## src/rtl/alu_sched.sv

```systemverilog
// rtl/alu_sched.sv - round-robin scheduler sharing one ALU between two requesters
// Optional feature: define SHOW_PREEMPT_EN to let a pending request cut the SHOW hold short.
module alu_sched #(
  parameter int W        = 4,
  parameter int ALU_LAT  = 1,
  parameter int HOLD_CYC = 50000000
) (
  input  logic         clk,
  input  logic         ar,
  input  logic         req0,
  input  logic         req1,
  input  logic [W-1:0] a0,
  input  logic [W-1:0] b0,
  input  logic [1:0]   mode0,
  input  logic [W-1:0] a1,
  input  logic [W-1:0] b1,
  input  logic [1:0]   mode1,
  output logic         gnt0,
  output logic         gnt1,
  output logic [W-1:0] alu_a,
  output logic [W-1:0] alu_b,
  output logic [1:0]   alu_mode,
  input  logic [W+2:0] alu_f,
  input  logic         alu_sign,
  output logic [W+2:0] res,
  output logic         res_sign,
  output logic         res_src,
  output logic         res_valid,
  output logic         busy
);

  localparam int LAT_W  = $clog2(ALU_LAT + 1);
  localparam int HOLD_W = $clog2(HOLD_CYC + 1);

  typedef enum logic [1:0] {S_IDLE, S_ISSUE, S_WAIT, S_SHOW} state_t;

  state_t              state;
  state_t              next_state;
  logic                rr_ptr;
  logic [LAT_W-1:0]    lat_cnt;
  logic [HOLD_W-1:0]   hold_cnt;
  logic                any_req;
  logic                issue;
  logic                win;
  logic                capture;

  assign any_req   = req0 | req1;
  assign res_valid = (state == S_SHOW);
  assign busy      = (state != S_IDLE);

  always_ff @(posedge clk or negedge ar) begin
    if (!ar) begin
      state <= S_IDLE;
    end else begin
      state <= next_state;
    end
  end

  // rr_ptr holds the last winner, so on a tie the other requester goes first
  always_comb begin
    next_state = state;
    issue      = 1'b0;
    win        = 1'b0;
    capture    = 1'b0;
    case (state)
      S_IDLE: begin
        if (any_req) begin
          issue      = 1'b1;
          win        = (req0 & req1) ? ~rr_ptr : req1;
          next_state = S_ISSUE;
        end
      end
      S_ISSUE: next_state = S_WAIT;
      S_WAIT: begin
        if (lat_cnt == '0) begin
          capture    = 1'b1;
          next_state = S_SHOW;
        end
      end
      S_SHOW: begin
`ifdef SHOW_PREEMPT_EN
        if (any_req || hold_cnt == '0) begin
          next_state = S_IDLE;
        end
`else
        if (hold_cnt == '0) begin
          next_state = S_IDLE;
        end
`endif
      end
      default: next_state = S_IDLE;
    endcase
  end

  always_ff @(posedge clk or negedge ar) begin
    if (!ar) begin
      gnt0     <= 1'b0;
      gnt1     <= 1'b0;
      alu_a    <= '0;
      alu_b    <= '0;
      alu_mode <= '0;
      rr_ptr   <= 1'b1;
      lat_cnt  <= '0;
      hold_cnt <= '0;
      res      <= '0;
      res_sign <= 1'b0;
      res_src  <= 1'b0;
    end else begin
      gnt0 <= issue & ~win;
      gnt1 <= issue & win;
      // operands stay on the ALU until the next grant
      if (issue) begin
        alu_a    <= win ? a1 : a0;
        alu_b    <= win ? b1 : b0;
        alu_mode <= win ? mode1 : mode0;
        rr_ptr   <= win;
      end
      if (state == S_ISSUE) begin
        lat_cnt <= LAT_W'(ALU_LAT - 1);
      end else if (state == S_WAIT && lat_cnt != '0) begin
        lat_cnt <= lat_cnt - LAT_W'(1);
      end
      if (capture) begin
        res      <= alu_f;
        res_sign <= alu_sign;
        res_src  <= rr_ptr;
        hold_cnt <= HOLD_W'(HOLD_CYC - 1);
      end else if (state == S_SHOW && hold_cnt != '0) begin
        hold_cnt <= hold_cnt - HOLD_W'(1);
      end
    end
  end

endmodule
```

## config.mk

```make
export PLATFORM = sky130hd
export DESIGN_NAME = alu_sched
export DESIGN_NICKNAME = d
export VERILOG_FILES = /design/src/rtl/alu_sched.sv
export SDC_FILE = /design/constraint.sdc
export NUM_CORES = 1
export LEC_CHECK = 0
export BUFFER_PORTS_ARGS = -buffer_cell sky130_fd_sc_hd__buf_2
export CAP_MARGIN = 20
export CORE_MARGIN = 8
export CORE_UTILIZATION = 58
export DETAILED_ROUTE_END_ITERATION = 8
export PLACE_DENSITY = 0.92
export SYNTH_ARGS = -nofsm -noshare
export SYNTH_HDL_FRONTEND = slang
export SYNTH_SLANG_ARGS = --single-unit
```

## constraint.sdc

```tcl
create_clock -name clk -period 5.9 [get_ports clk]
set_input_delay 0.59 -clock clk [delete_from_list [all_inputs] [get_ports clk]]
set_output_delay 0.59 -clock clk [all_outputs]
set_load 0.1 [all_outputs]
```

==> flow_metrics.env, run 1 <==
export IMPL_outcome="completed"
export IMPL_clk_path_buf_depth=2
export IMPL_p_clk_frac=0.164
export IMPL_grt_overflow_total=0
export IMPL_die_x_um=82.2
export IMPL_via_count=2112
export IMPL_wl_per_cell_um=16.1
export IMPL_intPower_uw=778
export IMPL_cp_required_ns=6.09
export IMPL_synthTopCellsByCount="nand2_1 (51), dfrtp_1 (50), nor2_1 (15)"
export IMPL_worstReg2RegStart="hold_cnt[0]"
export IMPL_design_area_um2=3010
export IMPL_path_class="flop to flop"
export IMPL_syn_area_um2=2540
export IMPL_clkSlewWorstSetupHoldPaths_ns=0.09
export IMPL_drc=0
export IMPL_synth_edf_count=0
export IMPL_fin_crit_sh=0.466
export IMPL_core_area_um2=4290
export IMPL_hp_class="primary input to asynchronous set/reset pin"
export IMPL_first_pass_iters=4
export IMPL_max_slew_worst_pin_slew_ns=0.995
export IMPL_antenna_found_initial=0
export IMPL_comb_power_share=0.551
export IMPL_synth_top_area_share=0.493
export IMPL_fp_row_count=24
export IMPL_avgSynthCellArea_um2=9.84
export IMPL_slew_viol_final=0
export IMPL_vias_per_cell=5.79
export IMPL_pin_count=55
export IMPL_ys_ff_latch=51
export IMPL_grt_pass1_wl_um=10100
export IMPL_syn2layout_area_growth_pct=18.5
export IMPL_synth_largest_area_cell="dfrtp_1"
export IMPL_cts_hold_buffers_added=0
export IMPL_synth_seq_area_share=0.503
export IMPL_gp_congestion=0.810
export IMPL_start_kind="flop"
export IMPL_relSlewSlack=0.337
export IMPL_drt_antenna_violating_nets=0
export IMPL_ir_drop_mv=0.555
export IMPL_cp_end_kind="flop"
export IMPL_dp_hpwl_um=4130
export IMPL_worst_slack_ns=3.15
export IMPL_wl_um=5880
export IMPL_syn_nets=295
export IMPL_leakagePower_uw=0.00131
export IMPL_p_switching_uw=966
export IMPL_crit_fanout=12
export IMPL_htreeDepth=2
export IMPL_n_antenna_cell=0
export IMPL_p_per_area_nw_per_um2=580
export IMPL_clock_latency_ns=0.31
export IMPL_cts_resized=0
export IMPL_cp_arrival_ns=2.94
export IMPL_syn_inst=258
export IMPL_p_sw_frac=0.554
export IMPL_start_util=0.591
export IMPL_total_power_uw=1740
export IMPL_r2r_cells=7
export IMPL_cts_made_buffers=5
export IMPL_ys_flop_type="dfrtp_1"
export IMPL_yosysWarnings=0
export IMPL_r2r_slack_ns=3.15
export IMPL_period_minus_slack_ns=2.75
export IMPL_synthArstFlopShare=1.00
export IMPL_skew_ns=0.00576
export IMPL_port_buffers=54
export IMPL_cts_sinks=51
export IMPL_yosysMostFrequentCell="nand2_1"
export IMPL_post_cts_buffers=0
export IMPL_hold_viol=0
export IMPL_grt_max_degree=52
export IMPL_die_y_um=82.2
export IMPL_setup_tns_ns=0
export IMPL_final_net_count=349
export IMPL_cts_root_buffer="clkbuf_8"
export IMPL_tritoncts="done"
export IMPL_grt_pass1_vias=2204
export IMPL_timing_rr_end="state[1]"
export IMPL_max_freq_mhz=364
export IMPL_setup_viol=0
export IMPL_max_cap_viol_count=0
export IMPL_placed_cell_area_um2=2850
export IMPL_grt_setup_unrepaired="false"
export IMPL_synth_area_leaders="dfrtp_1 (49%), nand2_1 (7.5%), mux2i_1 (3.9%), xnor2_1 (3.8%), ha_1 (2.5%)"
export IMPL_final_layout_size_suffix_gt1_frac=0.252
export IMPL_synth_distinct_cells=43
export IMPL_post_place_ws_ns=3.24
export IMPL_seq_power_share=0.286
export IMPL_grt_usage=0.192
export IMPL_dr_first_iter_drc_count=245
export IMPL_fp_dieArea_um2=6750
-- metrics by stage --
stage / instances / hold slack (ns) / utilization
2_1_floorplan: 258 / 0.294 / -
3_3_place_gp: 355 / 0.454 / 0.663
3_5_place_dp: 355 / 0.458 / 0.663
4_1_cts: 363 / 0.461 / 0.694
5_1_grt: 365 / 0.108 / 0.701
6_report: 365 / 0.110 / 0.701
-- sequential cells by signal, indices dropped and copies added (netlist names) --
name / cells
alu_a: 4
res_sign: 1
lat_cnt: 1
res: 7
state: 2
gnt0: 1
hold_cnt: 26
gnt1: 1
alu_mode: 2
alu_b: 4
res_src: 1
rr_ptr: 1
-- layout make-up --
| class | instances | area [µm²] |
|---|---|---|
| fillers | 322 | 1280 |
| well taps | 52 | 65.1 |
| clock inverters | 3 | 67.6 |
| repair buffers | 58 | 313 |
| inverters | 5 | 18.8 |
| flip-flops and latches | 51 | 1280 |
| clock buffers | 5 | 68.8 |
| multi-input cells | 191 | 1200 |
-- placed cells by master, fill, tap and decap left out, types with 3 or more instances in the layout --
master,Yosys,final
a211oi_1,5,5
a21oi_1,10,10
and4_1,3,3
buf_2,2,54
buf_4,0,3
clkbuf_8,0,5
dfrtp_1,50,50
ha_1,5,5
inv_1,5,5
mux2i_1,10,10
nand2_1,51,51
nand2b_1,4,4
nand3_1,7,7
nand3b_1,3,3
nand4_1,6,6
nor2_1,15,15
nor3_1,6,6
nor4_1,5,5
o211ai_1,3,3
o21ai_0,12,11
o21ai_1,2,3
or4_1,4,4
xnor2_1,11,11
xor2_1,3,3
-- critical path, stage by stage, from the launching register on --
cell and delay [ns]:
dfrtp_1 0.43, inv_1 0.08, ha_1 0.19, nor3b_1 0.57, and4_1 0.51, a21boi_2 0.23
a221oi_2 0.28, mux2_1 0.35
-- metal layers --
metal | wire [µm] | global-route usage
met1 | 2320 | 0.217
met4 | 83 | 0.0702
met5 | 0 | 0
met3 | 452 | 0.0801
met2 | 3030 | 0.318
-- kinds of logic (layout without fill, tap and decap cells) --
group                    count (synthesis)  count (layout)  synth area share
multiplexers                            11              11            0.0439
buffers and inverters                   16              71            0.0246
AND/OR/NAND/NOR                        119             119             0.245
XOR/XNOR                                14              14            0.0483
AO/OA/AOI/OAI                           42              42             0.110
adder cells (fa/ha/maj)                  5               5            0.0246
flip-flops                              51              51             0.503
-- how the worst max path moves through the flow --
stage                            from      endpoint
after detailed placement  hold_cnt[0]      state[1]
final                     hold_cnt[0]      state[1]
after CTS                 hold_cnt[0]      state[1]
after floorplan              state[0]  hold_cnt[20]
after global placement    hold_cnt[0]      state[1]
after global routing      hold_cnt[0]      state[1]
-- power groups by stage --
stage	Combinational (µW)	Sequential (µW)	Clock, µW
after floorplan	303	984	0
after global placement	936	498	0
after detailed placement	956	502	0
after CTS	963	498	289
after global routing	1020	512	304
final	961	498	285
Note: power is estimated with default switching activity, not from simulation.
==> inputs of run 2 (changes only) <==
CORE_UTILIZATION = 49   (was 58)
PLACE_DENSITY = 0.84   (was 0.92)
clock period = 2.52 ns   (was 5.9 ns; I/O delays follow)
==> flow_metrics.env, run 2 (synthesis gave the netlist of run 1 again) <==
export IMPL_grt_pass1_wl_um=9670
export IMPL_top_register="hold_cnt"
export IMPL_path_class="flop to flop"
export IMPL_layout_common_cells="buf_2 (54), nand2_1 (51), dfrtp_1 (50), nor2_1 (15), buf_4 (15)"
export IMPL_setup_tns_ns=0
export IMPL_cts_root_buffer="clkbuf_8"
export IMPL_p_switching_uw=2270
export IMPL_hp_class="primary input to flop"
export IMPL_n_antenna_cell=0
export IMPL_hold_worst_slack_ns=0.127
export IMPL_gp_congestion=0.849
export IMPL_grt_pass1_vias=2163
export IMPL_vias_per_cell=5.35
export IMPL_period_minus_slack_ns=2.25
export IMPL_worstReg2RegStart="hold_cnt[14]"
export IMPL_final_layout_size_suffix_gt1_frac=0.277
export IMPL_hold_start="alu_f[4]"
export IMPL_dp_cells=386
export IMPL_max_cap_viol_count=0
export IMPL_comb_power_share=0.565
export IMPL_core_area_um2=5040
export IMPL_via_count=2115
export IMPL_max_freq_mhz=445
export IMPL_hold_depth=3
export IMPL_antenna_found_initial=0
export IMPL_ir_drop_mv=1.12
export IMPL_r2r_cells=5
export IMPL_setup_viol=0
export IMPL_r2r_slack_ns=0.27
export IMPL_drc=0
export IMPL_relSlewSlack=0.622
export IMPL_cp_arrival_ns=2.43
export IMPL_instances_no_fill=395
export IMPL_intPower_uw=1750
export IMPL_cp_required_ns=2.71
export IMPL_clkSlewWorstSetupHoldPaths_ns=0.10
export IMPL_tritoncts="done"
export IMPL_leakagePower_uw=0.00136
export IMPL_pin_count=55
export IMPL_drt_antenna_violating_nets=0
export IMPL_final_common_cell="buf_2"
export IMPL_clk_path_buf_depth=2
export IMPL_crit_top_cell="or4_4"
export IMPL_hold_viol=0
export IMPL_path_cells="or4_4 -> or4_4 -> o21ai_4 -> or4_1 -> nand3_1"
export IMPL_grt_setup_unrepaired="false"
export IMPL_wl_um=5700
export IMPL_syn2layout_area_growth_pct=21.7
export IMPL_critPathMaxStageDelay_ns=0.57
export IMPL_cp_end_kind="flop"
export IMPL_grt_max_degree=22
export IMPL_start_kind="flop"
export IMPL_grt_usage=0.158
export IMPL_clock_latency_ns=0.31
export IMPL_cts_made_buffers=5
export IMPL_die_x_um=88.0
export IMPL_port_buffers=54
export IMPL_fin_crit_sh=0.891
export IMPL_fp_row_count=26
export IMPL_p_clk_frac=0.145
export IMPL_final_net_count=361
export IMPL_max_slew_worst_pin_slew_ns=0.568
export IMPL_start_util=0.503
export IMPL_seq_power_share=0.290
export IMPL_whs_endpoint="res[4]"
export IMPL_dp_hpwl_um=4320
export IMPL_skew_ns=0.00952
export IMPL_die_y_um=88.0
export IMPL_p_per_area_nw_per_um2=1300
export IMPL_dr_first_iter_drc_count=157
export IMPL_cts_sinks=51
export IMPL_outcome="completed"
export IMPL_wl_per_cell_um=14.4
export IMPL_nFillCells=410
export IMPL_reg_top3="hold_cnt x26, res x7"
export IMPL_crit_fanout=10
export IMPL_htreeDepth=2
export IMPL_grt_overflow_total=0
export IMPL_cp_slowest_cell="or4_4"
export IMPL_largest_reg_flops=26
export IMPL_slew_viol_final=0
export IMPL_timing_rr_end="hold_cnt[15]"
export IMPL_post_cts_buffers=0
export IMPL_fp_dieArea_um2=7740
export IMPL_p_sw_frac=0.564
export IMPL_first_pass_iters=4
-- run 2: changes by cell type in the layout (fill, tap and decap cells not counted) --
cell	delta
bufinv_16	-1
buf_4	+12
inv_6	+1
dlygate4sd3_1	+1
buf_12	-1
-- run 2: repair_timing --
action / in CTS / in global routing
resized for setup: 0 / 0
hold buffers: 1 / 0
hold endpoints to repair: 13 / 0
-- run 2: area by class of cell --
class / instances / area [µm²] / area share
Timing Repair Buffer: 70 / 393 / 0.127
Tap cell: 70 / 87.6 / 0.0283
Clock buffer: 5 / 68.8 / 0.0223
Inverter: 5 / 18.8 / 0.00607
Multi-Input combinational cell: 191 / 1200 / 0.388
Clock inverter: 3 / 46.3 / 0.0150
Sequential cell: 51 / 1280 / 0.413
-- run 2: metrics by stage --
step | area [µm²] | setup slack, ns | util | total power [µW]
floorplan | 2540 | 0.131 | - | 3010
global placement | 2970 | 0.348 | 0.588 | 3410
detailed placement | 2970 | 0.296 | 0.588 | 3470
CTS | 3090 | 0.276 | 0.613 | 4050
global route | 3090 | 0.178 | 0.613 | 4240
finish | 3090 | 0.274 | 0.613 | 4020
-- run 2: how the worst max path moves through the flow --
stage	from	end	slack, ns	cells past startpoint
after floorplan	state[0]	hold_cnt[20]	0.13	6
after global placement	hold_cnt[14]	hold_cnt[13]	0.35	5
after detailed placement	hold_cnt[14]	hold_cnt[15]	0.30	5
after CTS	hold_cnt[14]	hold_cnt[15]	0.28	5
after global routing	hold_cnt[1]	hold_cnt[22]	0.18	7
final	hold_cnt[14]	hold_cnt[15]	0.27	5
-- run 2: power by group through the flow --
stage | Combinational, µW | Clock (µW) | Sequential (µW)
finish | 2270 | 584 | 1160
global route | 2410 | 636 | 1190
global placement | 2250 | 0 | 1170
floorplan | 710 | 0 | 2300
CTS | 2290 | 598 | 1160
detailed placement | 2290 | 0 | 1180
-- run 2: per-layer routing --
metal	part of all wire	wire length [µm]	vias to the layer above	track usage
met5	0	0	-	0
met4	0.012	70	0	0.0563
met3	0.070	397	8	0.0544
met2	0.48	2730	66	0.260
met1	0.44	2500	1002	0.187
li1	-	-	1039	-
-- run 2: worst max-delay path: cells and delay by family, from the launching register on --
kind	cells	cell delay [ns]
AND/OR/NAND/NOR	4	1.38
flip-flops	1	0.46
AO/OA/AOI/OAI	1	0.29
==> inputs of run 3 (changes only) <==
GPL_TIMING_DRIVEN = 0   (was unset)
==> flow_metrics.env, run 3 (synthesis gave the netlist of run 1 again) <==
export IMPL_drt_antenna_violating_nets=0
export IMPL_via_count=2102
export IMPL_hold_viol=0
export IMPL_p_clk_frac=0.162
export IMPL_hold_start="alu_f[5]"
export IMPL_gp_congestion=0.851
export IMPL_p_switching_uw=2300
export IMPL_comb_power_share=0.552
export IMPL_clock_latency_ns=0.31
export IMPL_hp_class="primary input to flop"
export IMPL_max_freq_mhz=424
export IMPL_r2r_cells=5
export IMPL_crit_fanout=10
export IMPL_drc=0
export IMPL_grt_overflow_total=0
export IMPL_first_pass_iters=4
export IMPL_fp_row_count=26
export IMPL_leakagePower_uw=0.00135
export IMPL_wl_met3_um=419
export IMPL_grt_max_degree=52
export IMPL_final_layout_size_suffix_gt1_frac=0.251
export IMPL_clkSlewWorstSetupHoldPaths_ns=0.10
export IMPL_grt_pass1_wl_um=9600
export IMPL_p_sw_frac=0.558
export IMPL_setup_tns_ns=0
export IMPL_seq_power_share=0.285
export IMPL_intPower_uw=1830
export IMPL_dr_first_iter_drc_count=130
export IMPL_cp_end_kind="flop"
export IMPL_max_slew_worst_pin_slew_ns=0.573
export IMPL_wl_um=5900
export IMPL_grt_setup_unrepaired="false"
export IMPL_fp_dieArea_um2=7740
export IMPL_reg_top3="hold_cnt x26, res x7"
export IMPL_tritoncts="done"
export IMPL_pin_count=55
export IMPL_clk_path_buf_depth=2
export IMPL_n_antenna_cell=0
export IMPL_grt_pass1_vias=2145
export IMPL_r2r_slack_ns=0.16
export IMPL_timing_rr_end="hold_cnt[15]"
export IMPL_hold_worst_slack_ns=0.136
export IMPL_relSlewSlack=0.618
export IMPL_dp_hpwl_um=4350
export IMPL_cts_root_buffer="clkbuf_8"
export IMPL_slew_viol_final=0
export IMPL_wl_met1_um=2600
export IMPL_post_place_ws_ns=-0.132
export IMPL_skew_ns=0.0103
export IMPL_fin_crit_sh=0.936
export IMPL_outcome="completed"
export IMPL_wl_per_cell_um=15.0
export IMPL_nFillCells=417
export IMPL_worstReg2RegStart="hold_cnt[14]"
export IMPL_vias_per_cell=5.35
export IMPL_largest_reg_flops=26
export IMPL_syn2layout_area_growth_pct=22.3
export IMPL_htreeDepth=2
export IMPL_port_buffers=54
export IMPL_die_y_um=88.0
export IMPL_p_per_area_nw_per_um2=1330
export IMPL_fin_util=0.616
export IMPL_final_common_cell="buf_2"
export IMPL_path_class="flop to flop"
export IMPL_start_util=0.503
export IMPL_setup_viol=0
export IMPL_cp_arrival_ns=2.52
export IMPL_maxUsedRoutingLayer="met4"
export IMPL_final_net_count=359
export IMPL_wl_met2_um=2820
export IMPL_layout_common_cells="buf_2 (56), nand2_1 (51), dfrtp_1 (50), nor2_1 (15), o21ai_0 (12)"
export IMPL_antenna_found_initial=0
export IMPL_core_area_um2=5040
export IMPL_grt_usage=0.159
export IMPL_worst_slack_ns=0.161
export IMPL_ir_drop_mv=1.02
export IMPL_max_cap_viol_count=0
export IMPL_cts_made_buffers=5
export IMPL_cts_sinks=51
export IMPL_cp_required_ns=2.68
export IMPL_top_register="hold_cnt"
export IMPL_hold_depth=3
export IMPL_die_x_um=88.0
export IMPL_period_minus_slack_ns=2.36
export IMPL_start_kind="flop"
export IMPL_whs_endpoint="res[5]"
==> run 3: how the worst max path moves through the flow <==
stage,from,end,depth (start not counted)
2_1_floorplan,state[0],hold_cnt[20],6
3_3_place_gp,hold_cnt[0],hold_cnt[22],7
3_5_place_dp,hold_cnt[0],state[1],8
4_1_cts,hold_cnt[14],state[1],5
5_1_grt,hold_cnt[10],hold_cnt[25],5
6_report,hold_cnt[14],hold_cnt[15],5
==> run 3: routing by layer <==
metal	vias up	track usage
li1	1030	-
met1	992	0.180
met2	73	0.269
met3	7	0.0591
met4	0	0.0516
met5	-	0
==> run 3: power by group through the flow <==
stage / registers (µW) / clock network (µW) / logic (µW)
2_1_floorplan: 2300 / 0 / 710
3_3_place_gp: 1170 / 0 / 2250
3_5_place_dp: 1180 / 0 / 2300
4_1_cts: 1170 / 677 / 2300
5_1_grt: 1210 / 716 / 2420
6_report: 1180 / 671 / 2280
==> run 3: stage by stage <==
stage	cell area [µm²]	total power, µW	cells
after floorplan	2540	3010	258
after global placement	2900	3410	382
after detailed placement	2900	3480	382
after CTS	3040	4140	390
after global routing	3110	4340	393
final	3110	4130	393
==> run 3: layout make-up <==
class | count | area [µm²] | share of cell area
well taps | 70 | 87.6 | 0.0282
plain buffers | 11 | 43.8 | 0.0141
clock inverters | 3 | 67.6 | 0.0218
flip-flops and latches | 51 | 1280 | 0.411
multi-input cells | 191 | 1230 | 0.397
repair buffers | 57 | 308 | 0.0991
inverters | 5 | 18.8 | 0.00604
clock buffers | 5 | 68.8 | 0.0222
==> run 3: critical path, stage by stage, from the launching register on <==
cell and delay, ns:
dfrtp_1 0.47, or4_4 0.58, or4_4 0.58, o21ai_4 0.31
or4_1 0.18, nand3_1 0.09
==> run 3: timing repair <==
action | in CTS | in global routing
buffers inserted | 0 | 1
hold buffers | 0 | 1
resized for setup | 1 | 4
pin swaps | 0 | 2
setup endpoints to repair | 16 | 9
hold endpoints to repair | 0 | 8
